===== src/rtl/tile_line_fetcher_pkg.sv =====
// -----------------------------------------------------------------------------
// tile_line_fetcher_pkg
//   Shared definitions for the tile line fetcher: tile geometry, pixel width,
//   the packed map-entry layout, the fetch FSM encoding and the map index
//   helper used to turn (line, column) into a tile map address.
// -----------------------------------------------------------------------------
package tile_line_fetcher_pkg;

  localparam int TILE_SIZE = 4;   // tiles are 4x4 pixels
  localparam int RGB_W     = 24;  // one pixel = {r, g, b} x 8 bits

  // One tile map entry: {tile_no[7:4], mirror[3:2], rotate[1:0]}
  typedef struct packed {
    logic [3:0] tile_no;
    logic [1:0] mirror;
    logic [1:0] rotate;
  } tile_attr_t;

  typedef enum logic [2:0] {
    S_IDLE   = 3'd0,
    S_MAP_RD = 3'd1,
    S_REQ    = 3'd2,
    S_WAIT   = 3'd3,
    S_BLANK  = 3'd4,
    S_DONE   = 3'd5
  } state_e;

  // Map address of the tile covering display line line_y at tile column col.
  function automatic logic [7:0] map_index(input logic [5:0] line_y,
                                           input logic [7:0] col,
                                           input int         map_w);
    return 8'((int'(line_y) / TILE_SIZE) * map_w + int'(col));
  endfunction

endpackage


===== src/rtl/tile_map_ram.sv =====
// -----------------------------------------------------------------------------
// tile_map_ram
//   Tile map storage: DEPTH x DW, one synchronous write port and one
//   synchronous read-first read port (a read and write to the same address in
//   the same clock returns the old contents).
// Ports
//   i_clk, i_rst      clock, asynchronous active-high reset (read register only)
//   i_we, i_waddr,
//   i_wdata           write strobe, address, data
//   i_re, i_raddr     read enable and address; o_rdata holds until the next read
//   o_rdata           registered read data
// -----------------------------------------------------------------------------
module tile_map_ram #(
  parameter int DEPTH = 192,
  parameter int AW    = 8,
  parameter int DW    = 8
) (
  input  logic          i_clk,
  input  logic          i_rst,
  input  logic          i_we,
  input  logic [AW-1:0] i_waddr,
  input  logic [DW-1:0] i_wdata,
  input  logic          i_re,
  input  logic [AW-1:0] i_raddr,
  output logic [DW-1:0] o_rdata
);

  logic [DW-1:0] mem_q [DEPTH];
  logic [DW-1:0] rdata_q;

  // NOTE: storage arrays carry no reset so they can map onto RAM macros;
  // only the read-data register is reset.
  always_ff @(posedge i_clk) begin
    if (i_we && (int'(i_waddr) < DEPTH)) begin
      mem_q[i_waddr] <= i_wdata;
    end
  end

  // The read register holds between reads, so the attributes fetched for one
  // tile stay stable while its four pixels are requested.
  always_ff @(posedge i_clk or posedge i_rst) begin
    if (i_rst) begin
      rdata_q <= '0;
    end else if (i_re) begin
      rdata_q <= mem_q[i_raddr];
    end
  end

  assign o_rdata = rdata_q;

endmodule


===== src/rtl/tile_line_fetcher.sv =====
// -----------------------------------------------------------------------------
// tile_line_fetcher
//   Fills one display line at a time into the back half of a ping-pong line
//   buffer by walking the tile map, requesting each pixel from tile_data and
//   storing the returned RGB. Buffers swap when the line is complete; the
//   display side reads only the front half with a 1-clock registered read.
// Ports
//   i_clk, i_rst                 clock, asynchronous active-high reset
//   i_map_we/addr/data           tile map write port (game logic)
//   i_line_start, i_line_y       start filling line i_line_y
//   o_busy, o_line_ready         fill in progress / fill done + swap pulse
//   o_overrun, o_fetch_err       start dropped while busy / pixel timed out
//   o_tile_no/x/y/mirror/rotate,
//   o_read                       pixel request to tile_data
//   i_rgb_data, i_valid          pixel response from tile_data
//   i_pixel_x, o_pixel_rgb       front-buffer read column and pixel
// -----------------------------------------------------------------------------
module tile_line_fetcher
  import tile_line_fetcher_pkg::*;
#(
  parameter int MAP_W   = 16,
  parameter int MAP_H   = 12,
  parameter int TIMEOUT = 15
) (
  input  logic             i_clk,
  input  logic             i_rst,
  input  logic             i_map_we,
  input  logic [7:0]       i_map_addr,
  input  logic [7:0]       i_map_data,
  input  logic             i_line_start,
  input  logic [5:0]       i_line_y,
  output logic             o_busy,
  output logic             o_line_ready,
  output logic             o_overrun,
  output logic             o_fetch_err,
  output logic [3:0]       o_tile_no,
  output logic [1:0]       o_tile_x,
  output logic [1:0]       o_tile_y,
  output logic [1:0]       o_mirror,
  output logic [1:0]       o_rotate,
  output logic             o_read,
  input  logic [RGB_W-1:0] i_rgb_data,
  input  logic             i_valid,
  input  logic [5:0]       i_pixel_x,
  output logic [RGB_W-1:0] o_pixel_rgb
);

  localparam int LINE_W = MAP_W * TILE_SIZE;
  localparam int LINES  = MAP_H * TILE_SIZE;
  localparam int XW     = $clog2(LINE_W);
  localparam int CW     = $clog2(MAP_W);
  localparam int TW     = $clog2(TIMEOUT + 1);

  localparam logic [6:0]    LINES_C  = 7'(LINES);
  localparam logic [CW-1:0] COL_LAST = CW'(MAP_W - 1);
  localparam logic [TW-1:0] TMO_LAST = TW'(TIMEOUT - 1);

  state_e        state_q, state_d;
  logic [5:0]    y_q, y_d;
  logic [CW-1:0] col_q, col_d;
  logic [1:0]    px_q, px_d;
  logic [TW-1:0] tmo_q, tmo_d;
  logic          sel_q, sel_d;     // back-buffer half; front is ~sel_q
  logic [RGB_W-1:0] pixel_q;

  logic [7:0]    map_rdata;
  logic          map_re;
  tile_attr_t    attr;
  logic          tmo_hit, pix_done, last_px;
  logic          wr_en;
  logic [XW:0]   wr_addr;
  logic [RGB_W-1:0] wr_data;

  // ---------------------------------------------------------------------------
  // Tile map
  // ---------------------------------------------------------------------------
  tile_map_ram #(
    .DEPTH (MAP_W * MAP_H),
    .AW    (8),
    .DW    (8)
  ) u_map (
    .i_clk   (i_clk),
    .i_rst   (i_rst),
    .i_we    (i_map_we),
    .i_waddr (i_map_addr),
    .i_wdata (i_map_data),
    .i_re    (map_re),
    .i_raddr (map_index(y_q, 8'(col_q), MAP_W)),
    .o_rdata (map_rdata)
  );

  assign attr      = tile_attr_t'(map_rdata);
  assign o_tile_no = attr.tile_no;
  assign o_mirror  = attr.mirror;
  assign o_rotate  = attr.rotate;
  assign o_tile_x  = px_q;
  assign o_tile_y  = y_q[1:0];

  // A pixel finishes on a response, or on the last allowed WAIT clock without one.
  assign tmo_hit  = (state_q == S_WAIT) && !i_valid && (tmo_q == TMO_LAST);
  assign pix_done = i_valid || tmo_hit;
  assign last_px  = (px_q == 2'd3) && (col_q == COL_LAST);

  // ---------------------------------------------------------------------------
  // FSM: state register
  // ---------------------------------------------------------------------------
  // NOTE: clocked state uses non-blocking assignments so every register
  // samples the pre-edge values of the others.
  always_ff @(posedge i_clk or posedge i_rst) begin
    if (i_rst) begin
      state_q <= S_IDLE;
    end else begin
      state_q <= state_d;
    end
  end

  always_ff @(posedge i_clk or posedge i_rst) begin
    if (i_rst) begin
      y_q   <= '0;
      col_q <= '0;
      px_q  <= '0;
      tmo_q <= '0;
      sel_q <= 1'b0;
    end else begin
      y_q   <= y_d;
      col_q <= col_d;
      px_q  <= px_d;
      tmo_q <= tmo_d;
      sel_q <= sel_d;
    end
  end

  // ---------------------------------------------------------------------------
  // FSM: next state and counters
  // ---------------------------------------------------------------------------
  // NOTE: every signal gets a default before the case so no path leaves a
  // value unassigned, which would otherwise infer a latch.
  always_comb begin
    state_d = state_q;
    y_d     = y_q;
    col_d   = col_q;
    px_d    = px_q;
    tmo_d   = tmo_q;
    sel_d   = sel_q;
    unique case (state_q)
      S_IDLE: begin
        if (i_line_start) begin
          y_d     = i_line_y;
          col_d   = '0;
          px_d    = '0;
          // Lines below the map never touch tile_data; they are blanked.
          state_d = ({1'b0, i_line_y} < LINES_C) ? S_MAP_RD : S_BLANK;
        end
      end
      S_MAP_RD: state_d = S_REQ;
      S_REQ: begin
        tmo_d   = '0;
        state_d = S_WAIT;
      end
      S_WAIT: begin
        if (pix_done) begin
          // {col, px} is the pixel column within the line; stepping it walks
          // px 0..3 then moves to the next tile column.
          {col_d, px_d} = {col_q, px_q} + 1'b1;
          if (last_px)              state_d = S_DONE;
          else if (px_q == 2'd3)    state_d = S_MAP_RD;
          else                      state_d = S_REQ;
        end else begin
          tmo_d = tmo_q + 1'b1;
        end
      end
      S_BLANK: begin
        {col_d, px_d} = {col_q, px_q} + 1'b1;
        if (last_px) state_d = S_DONE;
      end
      S_DONE: begin
        sel_d   = ~sel_q;
        state_d = S_IDLE;
      end
      default: state_d = S_IDLE;
    endcase
  end

  // ---------------------------------------------------------------------------
  // FSM: outputs
  // ---------------------------------------------------------------------------
  always_comb begin
    o_busy       = 1'b0;
    o_read       = 1'b0;
    o_line_ready = 1'b0;
    o_fetch_err  = 1'b0;
    map_re       = 1'b0;
    wr_en        = 1'b0;
    unique case (state_q)
      S_MAP_RD: begin
        o_busy = 1'b1;
        map_re = 1'b1;
      end
      S_REQ: begin
        o_busy = 1'b1;
        o_read = 1'b1;
      end
      S_WAIT: begin
        o_busy      = 1'b1;
        o_fetch_err = tmo_hit;
        wr_en       = pix_done;
      end
      S_BLANK: begin
        o_busy = 1'b1;
        wr_en  = 1'b1;
      end
      S_DONE:  o_line_ready = 1'b1;
      default: ;
    endcase
  end

  assign o_overrun = i_line_start && o_busy;

  // ---------------------------------------------------------------------------
  // Ping-pong line buffer: back half written by the fill, front half read by
  // the display, so the display never observes a partially filled line.
  // ---------------------------------------------------------------------------
  logic [RGB_W-1:0] line_buf_q [2*LINE_W];

  assign wr_addr = {sel_q, col_q, px_q};
  assign wr_data = ((state_q == S_WAIT) && i_valid) ? i_rgb_data : '0;

  always_ff @(posedge i_clk) begin
    if (wr_en) begin
      line_buf_q[wr_addr] <= wr_data;
    end
  end

  always_ff @(posedge i_clk or posedge i_rst) begin
    if (i_rst) begin
      pixel_q <= '0;
    end else begin
      pixel_q <= line_buf_q[{~sel_q, i_pixel_x[XW-1:0]}];
    end
  end

  assign o_pixel_rgb = pixel_q;

endmodule


===== config.mk =====
export PLATFORM = sky130hd
export DESIGN_NAME = tile_line_fetcher
export DESIGN_NICKNAME = d
export VERILOG_FILES = /design/src/rtl/tile_line_fetcher_pkg.sv /design/src/rtl/tile_map_ram.sv /design/src/rtl/tile_line_fetcher.sv
export SDC_FILE = /design/constraint.sdc
export NUM_CORES = 2
export LEC_CHECK = 0
export ABC_CLOCK_PERIOD_IN_PS = 4350
export BUFFER_PORTS_ARGS = -buffer_cell sky130_fd_sc_hd__clkbuf_2
export CORE_MARGIN = 2
export CORE_UTILIZATION = 60
export DETAILED_ROUTE_END_ITERATION = 12
export PLACE_DENSITY = 0.72
export SKIP_CTS_REPAIR_TIMING = 1
export SYNTH_ARGS = -nofsm -noshare
export SYNTH_HDL_FRONTEND = slang
export SYNTH_HIERARCHICAL = 1
export SYNTH_MEMORY_MAX_BITS = 65536
export SYNTH_SLANG_ARGS = --single-unit

===== constraint.sdc =====
create_clock -name i_clk -period 4.35 [get_ports i_clk]
set_input_delay 0.435 -clock i_clk [delete_from_list [all_inputs] [get_ports i_clk]]
set_output_delay 0.435 -clock i_clk [all_outputs]
set_load 0.05 [all_outputs]

After elaboration in Yosys (flattened, before gate mapping)
Memories as Yosys holds them, arrays and structs flattened. A register that Yosys moved wholly into a read port is not among the register bits.
Cells that the tools add are included.

word-level totals
  register bits after elaboration = 20
  memory bits (writable) = 4,608
  bits of input ports = 57
  word-level logic and storage cells = 68
  memories kept = 2

operators by class
  add/sub/neg operators = 3
  $lt $le $gt $ge = 2
  eq/ne operators = 12
  muxes and demuxes = 26
  bitwise operators = 1
  reduce and logical (&&, ||, !) cells = 16

memories
  memory       words  bits a word  read ports  clocked after memory_dff  wr ports  RTL line                  source
  line_buf_q   128    24           1           1                         1         tile_line_fetcher.sv:223  logic [RGB_W-1:0] line_buf_q [2*LINE_W];
  u_map.mem_q  192    8            1           1                         1         tile_map_ram.sv:28        logic [DW-1:0] mem_q [DEPTH];

operators with widths
  kind                                                  count
  2-to-1 mux 24 bit                                     1
  2-to-1 mux 3 bit                                      5
  one-hot mux 3 bit (5 select lines)                    1
  2-to-1 mux 4 bit                                      3
  one-hot mux 4 bit (3 select lines)                    1
  2-to-1 mux 1 bit                                      9
  adder 8 x 4 -> 8 bit                                  1
  equality test 4 bit (second input constant)           2
  < comparator 8 bit (second input constant)            1
  != test 2 bit (second input constant)                 4
  one-hot mux 4 bit (2 select lines)                    1
  adder 6 x 1 -> 6 bit (second input constant)          1
  equality test 3 x 2 -> 1 bit (second input constant)  2
  equality test 3 bit (second input constant)           2
  logical AND 1 bit                                     6
  < comparator 6 bit (second input constant)            1
  2-to-1 mux 2 bit                                      3
  one-hot mux 2 bit (3 select lines)                    1
  AND reduction 3 bit                                   2
  adder 4 x 1 -> 4 bit (second input constant)          1
  AND reduction 2 bit                                   2
  OR reduction 4 bit                                    1
  equality test 3 x 1 -> 1 bit (second input constant)  1
  logical NOT 3 bit                                     1
  other kinds (7)                                       7

Logic depth before layout (Yosys ltp)
  depth after elaboration = 7
  mapped depth = 12
  gate-level depth less buffers = 6

Modules after synthesis
Netlist, hierarchy kept.

by module, submodules not included
  module             instances  cells an instance  area each (µm²)  sequential area each (µm²)
  tile_line_fetcher  1          4,664              118,665.1        93,349.5
  tile_map_ram       1          2,771              59,612.2         46,324.4

Worst setup path after synthesis
OpenSTA, ideal clock, no wires.

  path type = flip-flop to flip-flop
  start point = reg state_q[1]
  end point = mem line_buf_q[0][14], data pin
  setup time = 0.537 ns
  data arrival time = 2.977 ns
  setup slack = 0.837 ns
  stages on the path, launching flop included = 6
  path buffers = 3
  period minus slack after synthesis = 3.513 ns
  path through = dfrtp_1 clkbuf_1 and3b_1 clkbuf_1 clkbuf_1 and3_1

between the ends
  longest elaborated chain between the ends = 3

ends and longest elaborated chain
  item                          RTL line                  source
  from (decl)                   tile_line_fetcher.sv:58   state_e state_q, state_d;
  from (signal assigned)        tile_line_fetcher.sv:113  state_q <= state_d;
  equality test 3 x 2 -> 1 bit  tile_line_fetcher.sv:226  assign wr_data = ((state_q == S_WAIT) && i_valid) ? i_rgb_data : '0;
  logical AND 1 bit             tile_line_fetcher.sv:226
  2-to-1 mux 24 bit             tile_line_fetcher.sv:226
  named net wr_data[14]         tile_line_fetcher.sv:72   logic [RGB_W-1:0] wr_data;
  to (decl)                     tile_line_fetcher.sv:223

The timed path passes the listed nets, and every way through them passes these cells.

Final worst setup path
  start point = reg col_q[0]
  end point = reg u_map.rdata_q[1], in the netlist u_map/o_rdata[1], read port of u_map.mem_q

between the ends
  longest elaborated chain between the ends = 1

ends and longest elaborated chain
  item                    RTL line                     source
  from (decl)             tile_line_fetcher.sv:60      logic [CW-1:0] col_q, col_d;
  from (signal assigned)  tile_line_fetcher.sv:126     col_q <= col_d;
  adder 8 x 4 -> 8 bit    tile_line_fetcher_pkg.sv:32  return 8'((int'(line_y) / TILE_SIZE) * map_w + int'(col));
  to (decl)               tile_map_ram.sv:29           logic [DW-1:0] rdata_q;

Every way passes these cells.
A chain may end at the register's enable or synchronous reset.

==> impl_metrics.env <==
export IMPL_design_final_nets=8102
export IMPL_clockRootBuffer="sky130_fd_sc_hd__clkbuf_16"
export IMPL_setup_repair_after_global_routing_missed_its_margin="no"
export IMPL_regToRegStartpoint="col_q[0]"
export IMPL_yosysUniqueCellTypes=60
export IMPL_critical_path_max_stage_delay_ps=840
export IMPL_path_max_fanout=27
export IMPL_max_vdd_drop_mv=0.546
export IMPL_setup_viol_count_final=0
export IMPL_place_gp_congestion=0.878
export IMPL_synth_sequential_area_ratio_pct=78.3
export IMPL_floorplan_rows=200
export IMPL_postSynth_topFlopCell="sky130_fd_sc_hd__edfxtp_1"
export IMPL_final_cells=12400
export IMPL_pin_count=98
export IMPL_worst_setup_path_type="register to register"
export IMPL_critical_path_reg2reg_endpoint="u_map/o_rdata[1]"
export IMPL_cts_max_path_buffers=4
export IMPL_cts_htree_levels=5
export IMPL_clock_sink_count=4660
export IMPL_timing_hold_worst_class="input port to register"
export IMPL_fillerInstances=17600
export IMPL_worstSetupStartpointType="register"
export IMPL_drt_drc_violations_left=0
export IMPL_total_leakage_power_nw=63.1
export IMPL_grt_antenna_before_repair=34
export IMPL_timing_fmax_mhz=280
export IMPL_synthToLayoutAreaGrowth_pct=13.2
export IMPL_power_per_cell_area_nw_per_um2=528
export IMPL_timing_max_cap_violations=0
export IMPL_setup_tns_final_ps=0
export IMPL_cp_startpoint="col_q[0]"
export IMPL_crit_end="u_map/o_rdata[1]"
export IMPL_synth_edf_count=4608
export IMPL_synth_fp_nets=7496
export IMPL_grt_max_degree=158
export IMPL_cts_tree="done"
export IMPL_multi_input_gate_area_um2=37300
export IMPL_netlist_instances=7435
export IMPL_dieHeight_um=549
export IMPL_antenna_left=0
export IMPL_worst_r2r_setup_slack_ps=780
export IMPL_drt_first_iter_violations=13000
export IMPL_synth_seq_cells=4660
export IMPL_worst_path_max_delay_cell="sky130_fd_sc_hd__dfrtp_4"
export IMPL_total_power_mw=106
export IMPL_detailedPlacementHpwl_um=271000
export IMPL_finalHoldViolCount=6
export IMPL_vias_per_cell=6.92
export IMPL_period_minus_slack_ps=3570
export IMPL_status="finished, violations left"
export IMPL_num_vias=85800
export IMPL_cp_arrival_ps=4370
export IMPL_layout_core_utilization_pct=68.1
export IMPL_crit_chain="buf_12, mux4_2, nor2b_1, a211oi_1, nor3_1, nor4_1, o31ai_1"
export IMPL_slew_headroom_pct=11.9
export IMPL_grt_first_pass_wirelength_um=653000
export IMPL_groute_usage_overall_pct=31.0
export IMPL_cts_buffers_inserted=448
export IMPL_routed_wl_um=461000
export IMPL_wire_per_inst_um=37.2
export IMPL_placedCellCount=11500
export IMPL_placement_cell_area_um2=187000
export IMPL_initial_core_util_pct=60.2
export IMPL_async_reset_ff_share_pct=1.12
export IMPL_vias_in_the_first_global_route=86500
export IMPL_placement_io_buffers=97
export IMPL_worstRegToRegCells=7
export IMPL_globalRouteOverflowTotal=0
export IMPL_timing_critical_path_required_ps=5160
export IMPL_coreArea_um2=296000
export IMPL_post_route_cells_drive_above_1_share_pct=33.1
export IMPL_detailedRoute_firstPassIterationCount=6
export IMPL_clk_insertion_delay_late_ps=990
export IMPL_post_synth_cell_area_avg_um2=24.0
export IMPL_width_of_the_die_um=549
export IMPL_end_kind="register"
export IMPL_finClkSkew_ps=85.1
export IMPL_die_area_um2=302000
export IMPL_finalMaxSlewViolations=0
export IMPL_mappedNetlistArea_um2=178000
export IMPL_violations="negative hold slack"
export IMPL_max_slew_worst_pin_slew_ps=1320
export IMPL_fin_area_um2=202000
export IMPL_worst_hold_check_slack_ps=-30.2
export IMPL_register_area_um2=140000
export IMPL_clk_pin_slew_ps=60
export IMPL_finalCritPeriodShare_pct=82.0
export IMPL_yosysWarnings=6
[final cells by class]
| class | instances | share of cell area, % |
|---|---|---|
| sequential | 4660 | 69.2 |
| inverter | 12 | 0.0223 |
| multi-input combinational | 2354 | 18.5 |
| timing repair buffer | 565 | 2.64 |
| antenna | 22 | 0.0273 |
| clock buffer | 569 | 5.86 |
| tap | 3939 | 2.44 |
| clock inverter | 268 | 1.28 |
[synth_stat cells (4+ instances only)]
cell type | n | area, um^2
sky130_fd_sc_hd__edfxtp_1 | 4608 | 138000
sky130_fd_sc_hd__mux4_2 | 1392 | 31400
sky130_fd_sc_hd__nor2_1 | 347 | 1300
sky130_fd_sc_hd__clkbuf_1 | 224 | 841
sky130_fd_sc_hd__buf_2 | 109 | 546
sky130_fd_sc_hd__a22oi_1 | 102 | 766
sky130_fd_sc_hd__nand2_1 | 97 | 364
sky130_fd_sc_hd__nand3_1 | 72 | 360
sky130_fd_sc_hd__dfrtp_1 | 52 | 1300
sky130_fd_sc_hd__buf_1 | 46 | 173
sky130_fd_sc_hd__mux2_2 | 37 | 417
sky130_fd_sc_hd__mux2i_1 | 36 | 360
sky130_fd_sc_hd__a21oi_1 | 32 | 160
sky130_fd_sc_hd__o22ai_1 | 28 | 175
sky130_fd_sc_hd__nor2b_1 | 26 | 163
sky130_fd_sc_hd__and3_1 | 25 | 156
sky130_fd_sc_hd__buf_4 | 23 | 173
sky130_fd_sc_hd__nand4_1 | 17 | 106
sky130_fd_sc_hd__o21ai_0 | 15 | 75.1
sky130_fd_sc_hd__a211oi_1 | 14 | 105
sky130_fd_sc_hd__a31oi_1 | 13 | 81.3
sky130_fd_sc_hd__inv_1 | 11 | 41.3
sky130_fd_sc_hd__nand3b_1 | 10 | 75.1
sky130_fd_sc_hd__nor3_1 | 9 | 45.0
sky130_fd_sc_hd__buf_6 | 7 | 78.8
sky130_fd_sc_hd__nand2b_1 | 7 | 43.8
sky130_fd_sc_hd__a22o_1 | 5 | 43.8
sky130_fd_sc_hd__and2_1 | 5 | 31.3
sky130_fd_sc_hd__o41ai_1 | 5 | 43.8
sky130_fd_sc_hd__and3b_1 | 4 | 35.0
sky130_fd_sc_hd__and4_1 | 4 | 35.0
sky130_fd_sc_hd__ha_1 | 4 | 50.1
[critical path: cells and delay by family (launching register included)]
family | cells | cell delay (ps)
simple gates | 3 | 880
compound gates | 2 | 720
flops | 1 | 840
mux | 1 | 540
buf+inv | 1 | 310
[cell families after synthesis]
group                    Yosys count  share of synthesized area [%]
multiplexers                    1465                           18.0
AND/OR/NAND/NOR                  639                           1.59
XOR/XNOR                           4                         0.0197
buffers and inverters            421                           1.04
flip-flops                      4660                           78.3
AO/OA/AOI/OAI                    242                          0.954
adder cells (fa/ha/maj)            4                         0.0281
[report_power, final]
group	switching [mW]	internal (mW)	leakage, nW
clock	16.6	21.5	7.00
sequential	0.899	51.3	42.7
combinational	10.3	5.75	13.4
total	27.8	78.6	63.1
[worst min path at each step]
| stage | start | end | cells past startpoint |
|---|---|---|---|
| final | i_valid | tmo_q[0] | 4 |
| after global routing | i_valid | tmo_q[0] | 4 |
| after CTS | i_rst | u_map/o_rdata[2] | 2 |
| after detailed placement | i_rst | y_q[4] | 2 |
| after global placement | y_q[0] | y_q[0] | 1 |
| after floorplan | i_rst | u_map/o_rdata[0] | 1 |
[per-stage QoR]
step | setup WS, ps | hold slack (ps)
CTS | 771 | -517
floorplan | 837 | 251
finish | 784 | -30.2
global placement | 634 | 492
global route | 764 | 3.46
detailed placement | 612 | 498
[cells in the final DEF (no fill, tap or decap), types with 46 or more instances in the layout]
master	instances
sky130_fd_sc_hd__clkinv_1	107
sky130_fd_sc_hd__a22oi_1	102
sky130_fd_sc_hd__clkbuf_1	108
sky130_fd_sc_hd__clkbuf_2	84
sky130_fd_sc_hd__nand2_1	97
sky130_fd_sc_hd__edfxtp_1	4608
sky130_fd_sc_hd__mux4_2	1392
sky130_fd_sc_hd__buf_4	366
sky130_fd_sc_hd__clkinv_2	80
sky130_fd_sc_hd__nor2_1	217
sky130_fd_sc_hd__nor2_2	124
sky130_fd_sc_hd__clkbuf_16	451
sky130_fd_sc_hd__nand3_1	69
sky130_fd_sc_hd__dfrtp_1	46
sky130_fd_sc_hd__buf_12	98
[registers in the layout, summed over array words and instances (netlist names)]
register,count
tmo_q,4
o_tile_x,2
line_buf_q,3072
o_pixel_rgb,24
u_map/o_rdata,8
sel_q,1
u_map/mem_q,1536
state_q,3
col_q,4
y_q,6
[routing by layer]
metal / wire length [um] / vias to the layer above / track usage [%]
li1: - / 33300 / -
met5: 193 / - / 0
met4: 24500 / 28 / 14.2
met3: 49300 / 1015 / 5.77
met1: 162000 / 45700 / 42.5
met2: 225000 / 5751 / 49.3
Power figures use the tool's default switching activity.
